**src/rtl/pcpi_div_arbiter.sv**
```systemverilog
// Two-port round-robin arbiter sharing one PCPI divider, with a hung-divider timeout.
// Optional feature macro: DIV_ARB_ZERO_BYPASS_EN (answer divide-by-zero locally).

module pcpi_div_arbiter #(
    parameter int TIMEOUT_CYCLES = 64
) (
    input  logic        clk,
    input  logic        reset,
    input  logic        req0_valid,
    input  logic [31:0] req0_insn,
    input  logic [31:0] req0_rs1,
    input  logic [31:0] req0_rs2,
    output logic        req0_wr,
    output logic [31:0] req0_rd,
    output logic        req0_wait,
    output logic        req0_ready,
    input  logic        req1_valid,
    input  logic [31:0] req1_insn,
    input  logic [31:0] req1_rs1,
    input  logic [31:0] req1_rs2,
    output logic        req1_wr,
    output logic [31:0] req1_rd,
    output logic        req1_wait,
    output logic        req1_ready,
    output logic        div_valid,
    output logic [31:0] div_insn,
    output logic [31:0] div_rs1,
    output logic [31:0] div_rs2,
    input  logic        div_wr,
    input  logic [31:0] div_rd,
    input  logic        div_wait,
    input  logic        div_ready,
    output logic        err_timeout
);

    typedef enum logic [1:0] {S_IDLE, S_ISSUE, S_RESP, S_HOLDOFF} state_t;

    localparam logic [15:0] CNT_LAST = 16'(TIMEOUT_CYCLES - 1);

    function automatic logic is_div(input logic valid, input logic [31:0] insn);
        return valid && (insn[6:0] == 7'b0110011) && (insn[31:25] == 7'b0000001) && insn[14];
    endfunction

    state_t      r_state, w_nstate;
    logic        r_grant, w_ngrant, r_last;
    logic [15:0] r_cnt;
    logic [1:0]  r_wait, w_wait_nxt;
    logic        r_err;
    logic [31:0] r_insn, r_rs1, r_rs2, r_rd;
    logic        r_wr;
    logic [1:0]  w_elig;
    logic        w_any, w_win, w_bypass, w_limit;
    logic [31:0] w_win_insn, w_win_rs1, w_win_rs2, w_bypass_rd;
    logic        w_unused;

    assign w_unused    = div_wait;
    assign w_elig      = {is_div(req1_valid, req1_insn), is_div(req0_valid, req0_insn)};
    assign w_any       = |w_elig;
    assign w_win       = (&w_elig) ? ~r_last : w_elig[1];
    assign w_win_insn  = w_win ? req1_insn : req0_insn;
    assign w_win_rs1   = w_win ? req1_rs1 : req0_rs1;
    assign w_win_rs2   = w_win ? req1_rs2 : req0_rs2;
    assign w_limit     = (r_cnt == CNT_LAST);
    assign w_bypass_rd = w_win_insn[13] ? w_win_rs1 : 32'hFFFF_FFFF;
`ifdef DIV_ARB_ZERO_BYPASS_EN
    assign w_bypass    = (w_win_rs2 == 32'd0);
`else
    assign w_bypass    = 1'b0;
`endif

    always_comb begin
        w_nstate = r_state;
        w_ngrant = r_grant;
        case (r_state)
            S_IDLE: begin
                if (w_any) begin
                    w_ngrant = w_win;
                    w_nstate = w_bypass ? S_RESP : S_ISSUE;
                end
            end
            S_ISSUE:   if (div_ready || w_limit) w_nstate = S_RESP;
            S_RESP:    w_nstate = S_HOLDOFF;
            default:   w_nstate = S_IDLE;
        endcase
    end

    // The granted port waits while in flight; the just-served port's stale valid is ignored.
    always_comb begin
        w_wait_nxt = 2'b00;
        for (int n = 0; n < 2; n++) begin
            w_wait_nxt[n] = ((w_nstate == S_ISSUE) && (w_ngrant == n[0]))
                         || (w_elig[n]
                             && !((w_nstate == S_RESP) && (w_ngrant == n[0]))
                             && !(((r_state == S_RESP) || (r_state == S_HOLDOFF)) && (r_grant == n[0])));
        end
    end

    always_ff @(posedge clk) begin
        if (reset) begin
            r_state <= S_IDLE;
            r_grant <= 1'b0;
            r_last  <= 1'b1;
            r_cnt   <= '0;
            r_wait  <= '0;
            r_err   <= 1'b0;
        end else begin
            r_state <= w_nstate;
            r_grant <= w_ngrant;
            r_wait  <= w_wait_nxt;
            r_err   <= (r_state == S_ISSUE) && !div_ready && w_limit;
            if (r_state == S_IDLE)
                r_cnt <= '0;
            else if ((r_state == S_ISSUE) && !div_ready && !w_limit)
                r_cnt <= r_cnt + 16'd1;
            if (r_state == S_RESP)
                r_last <= r_grant;
        end
    end

    // Request and result payload; outputs are gated by state, so no reset is needed here.
    always_ff @(posedge clk) begin
        if ((r_state == S_IDLE) && w_any) begin
            r_insn <= w_win_insn;
            r_rs1  <= w_win_rs1;
            r_rs2  <= w_win_rs2;
            r_wr   <= w_bypass;
            r_rd   <= w_bypass_rd;
        end else if (r_state == S_ISSUE) begin
            if (div_ready) begin
                r_wr <= div_wr;
                r_rd <= div_rd;
            end else if (w_limit) begin
                r_wr <= 1'b0;
                r_rd <= '0;
            end
        end
    end

    assign div_valid   = (r_state == S_ISSUE);
    assign div_insn    = div_valid ? r_insn : '0;
    assign div_rs1     = div_valid ? r_rs1 : '0;
    assign div_rs2     = div_valid ? r_rs2 : '0;
    assign req0_ready  = (r_state == S_RESP) && !r_grant;
    assign req1_ready  = (r_state == S_RESP) && r_grant;
    assign req0_wr     = req0_ready & r_wr;
    assign req1_wr     = req1_ready & r_wr;
    assign req0_rd     = req0_ready ? r_rd : '0;
    assign req1_rd     = req1_ready ? r_rd : '0;
    assign req0_wait   = r_wait[0];
    assign req1_wait   = r_wait[1];
    assign err_timeout = r_err;

endmodule

```
**config.mk**
```make
export PLATFORM = sky130hd
export DESIGN_NAME = pcpi_div_arbiter
export DESIGN_NICKNAME = d
export VERILOG_FILES = /design/src/rtl/pcpi_div_arbiter.sv
export SDC_FILE = /design/constraint.sdc
export NUM_CORES = 1
export LEC_CHECK = 0
export ABC_AREA = 1
export BUFFER_PORTS_ARGS = -buffer_cell sky130_fd_sc_hd__buf_2
export CAP_MARGIN = 10
export CORE_AREA = 2 2 157 159
export DETAILED_ROUTE_END_ITERATION = 6
export DIE_AREA = 0 0 159 161
export PLACE_DENSITY = 0.66
export SLEW_MARGIN = 25
export SYNTH_ARGS = -nofsm -noshare
export SYNTH_HDL_FRONTEND = slang
export SYNTH_SLANG_ARGS = --single-unit
```
**constraint.sdc**
```tcl
create_clock -name clk -period 2.7 [get_ports clk]
set_input_delay 0.405 -clock clk [delete_from_list [all_inputs] [get_ports clk]]
set_output_delay 0.405 -clock clk [all_outputs]
set_load 0.02 [all_outputs]
```
==> impl_metrics.tcl <==
set metrics [dict create \
    status "complete, no violations" \
    crit_arrival_ps 2010 \
    drive_above_1_share 0.310 \
    worstMarginPinSlew_ps 548 \
    cp_max_fo 33 \
    drtPass1Iterations 5 \
    vias 8263 \
    skew_ps 11.2 \
    worstHoldPathCells 3 \
    placementRows 57 \
    hold_start "div_wr" \
    overflow 0 \
    fp.coreArea_sq_mm 0.0240 \
    hold_end "r_wr" \
    final_nets 1737 \
    period_share 0.896 \
    synth_cell_types 32 \
    end_kind "primary output" \
    drc_errors 0 \
    avgRoutedWirePerCell_microns 14.2 \
    ios 399 \
    tritoncts "built" \
    leakage_nw 6.32 \
    grt_pass1_vias 7870 \
    cts_setup_buffers 0 \
    setup_slack_ps 280 \
    r2r_end "r_cnt[7]" \
    area_growth_pct 35.8 \
    ant_nets 0 \
    drv_cap 0 \
    rrSetupSlack_ps 730 \
    syn_area_sq_mm 0.00845 \
    clkTransAtPathRegs_ps 60 \
    holdWs_ps 220 \
    min_path_type "in -> reg" \
    place_hpwl_microns 19700 \
    syn_nets 1352 \
    die-area_sq_mm 0.0256 \
    fin_crit_ps 2420 \
    routed_wl_microns 26300 \
    antenna_found_initial 4 \
    finalSetupViolCount 0 \
    r2r_cells 10 \
    maxSlewViolCount 0 \
    syn_inst 1120 \
    rsz0062_at_grt "no" \
    fmax_mhz 413 \
    yosysWarnings 0 \
    grt_pass1_wl_microns 40600 \
    ys_seq_elements 152 \
    cts_sinks 152 \
    powerDensity_mw_per_mm2 473 \
    r2r_start "r_cnt[0]" \
    avgSynthCellArea_sq_um 7.55 \
    htree_levels 4 \
    critPathKind "reg -> out" \
    dp_slack_ps 305 \
    maxSlewHeadroom 0.634 \
    initial_core_util 0.353 \
    setup-tns-final_ps 0 \
    power_mw 5.44 \
    die_h_microns 161 \
    timing.final.hold_violations 0 \
    ir_worst_vdd_mv 0.347 \
    dpl.cell_count 1810 \
    final_cell_count_no_fill 1845 \
    cts_resized 0 \
    required_ps 2300 \
    clk_root_buffer_cell "clkbuf_16" \
    gp_congestion 0.878 \
    insertion_delay_ps 420 \
    clk_path_buf_depth 2 \
    cts_made_buffers 17 \
    placed_area_sq_mm 0.0108 \
    vias_per_cell 4.48 \
    cts_hold_buffers 0 \
    fillerInstances 2436 \
    fin_area_sq_mm 0.0115 \
    io_buffer_count 397 \
    grt_max_degree 53 \
    drt_iter0_drc 475 \
    grt_usage 0.202 \
    dieWidth_microns 159 \
    synth_seq_area_share 0.511 \
    start_kind "flip-flop" \
    post-route-util 0.479 \
]
[cell usage in the layout (no fill, tap or decap)]
| cell | synthesis | final |
|---|---|---|
| nor2_4 | 1 | 1 |
| clkinvlp_4 | 0 | 2 |
| a31oi_1 | 32 | 32 |
| clkinv_4 | 0 | 2 |
| nand3b_1 | 32 | 32 |
| xnor2_1 | 3 | 3 |
| or2_2 | 4 | 4 |
| a21oi_4 | 0 | 1 |
| inv_1 | 233 | 233 |
| nor4_1 | 1 | 1 |
| clkbuf_16 | 0 | 17 |
| buf_12 | 0 | 8 |
| edfxtp_1 | 128 | 128 |
| nand4_1 | 6 | 6 |
| inv_2 | 8 | 7 |
| nand3_2 | 1 | 1 |
| nand2_2 | 5 | 4 |
| bufinv_16 | 0 | 4 |
| nor2_2 | 2 | 3 |
| nor2_1 | 222 | 221 |
| buf_2 | 17 | 397 |
| o21a_1 | 1 | 1 |
| nand3_1 | 14 | 14 |
| xor2_1 | 5 | 5 |
| ha_1 | 1 | 1 |
| clkbuf_1 | 20 | 1 |
| nor3_1 | 6 | 6 |
| a21oi_1 | 49 | 49 |
| inv_4 | 0 | 1 |
| buf_4 | 6 | 13 |
| inv_6 | 0 | 4 |
| diode_2 | 0 | 3 |
| o21ai_0 | 8 | 8 |
| dfxtp_1 | 24 | 24 |
| clkinv_1 | 1 | 3 |
| and2_1 | 1 | 1 |
| nand2_4 | 1 | 2 |
| nand2_1 | 278 | 278 |
[metal layers]
metal | up-vias | track usage | share of wire
met2 | 315 | 0.358 | 0.49
met3 | 27 | 0.0503 | 0.062
met1 | 3736 | 0.244 | 0.43
li1 | 4183 | - | -
met5 | - | 0 | 0.00050
met4 | 2 | 0.0591 | 0.019
[state kept, by name (all words and copies together) (netlist names)]
signal / cells
r_insn: 32
r_rd: 32
r_rs1: 32
r_rs2: 32
r_cnt: 16
r_state: 2
r_wait: 2
err_timeout: 1
r_grant: 1
r_last: 1
r_wr: 1
[worst max-delay path by stage]
stage	end	slack (ps)	start
after global placement	r_rd[8]	340	req1_insn[27]
after detailed placement	r_rd[8]	300	req1_insn[27]
after floorplan	r_rd[22]	410	req0_insn[14]
final	req0_rd[11]	280	r_state[1]
after global routing	req0_rd[9]	140	r_state[1]
after CTS	req0_rd[11]	50	r_state[1]
[cells in the mapped netlist]
cell | n | area share
nand2_1 | 278 | 0.12
inv_1 | 233 | 0.10
nor2_1 | 222 | 0.099
edfxtp_1 | 128 | 0.45
a21oi_1 | 49 | 0.029
a31oi_1 | 32 | 0.024
nand3b_1 | 32 | 0.028
dfxtp_1 | 24 | 0.057
clkbuf_1 | 20 | 0.0089
buf_2 | 17 | 0.010
nand3_1 | 14 | 0.0083
inv_2 | 8 | 0.0036
o21ai_0 | 8 | 0.0047
buf_4 | 6 | 0.0053
nand4_1 | 6 | 0.0044
nor3_1 | 6 | 0.0036
buf_1 | 5 | 0.0022
nand2_2 | 5 | 0.0037
xor2_1 | 5 | 0.0052
buf_6 | 4 | 0.0053
or2_2 | 4 | 0.0030
xnor2_1 | 3 | 0.0031
nor2_2 | 2 | 0.0015
a21oi_2 | 1 | 0.0010
and2_1 | 1 | 0.00074
clkinv_1 | 1 | 0.00044
ha_1 | 1 | 0.0015
nand2_4 | 1 | 0.0013
nand3_2 | 1 | 0.0012
nor2_4 | 1 | 0.0013
nor4_1 | 1 | 0.00074
o21a_1 | 1 | 0.00089
[logic make-up after synthesis]
logic type | Yosys count | share of synthesized area
simple gates | 574 | 0.280
buf+inv | 294 | 0.139
fa+ha+maj | 1 | 0.00148
flops | 152 | 0.511
compound gates | 91 | 0.0593
xor+xnor | 8 | 0.00829
[report_power, final]
group          internal, mW  total [mW]  switching (mW)
clock                  1.56        2.55           0.998
combinational         0.185       0.345           0.160
sequential             2.54        2.54       0.0000416
total                  4.28        5.44            1.16
[layout make-up]
cell class                 instances  area, sq um  share of cell area
antenna                            3         7.51            0.000654
sequential                       152         4320               0.377
timing repair buffer             418         2240               0.195
clock buffer                      18          429              0.0374
inverter                         242          911              0.0793
tap                              324          405              0.0353
clock inverter                    14          195              0.0170
multi-input combinational        674         2970               0.258
[critical path: stages (launching register included)]
cell and delay (ps):
dfxtp_1 380, inv_1 110, nor2_1 190, inv_1 90, nor2_2 250, inv_4 200
nor2_1 170, buf_2 180
Power figures use the tool's default switching activity.
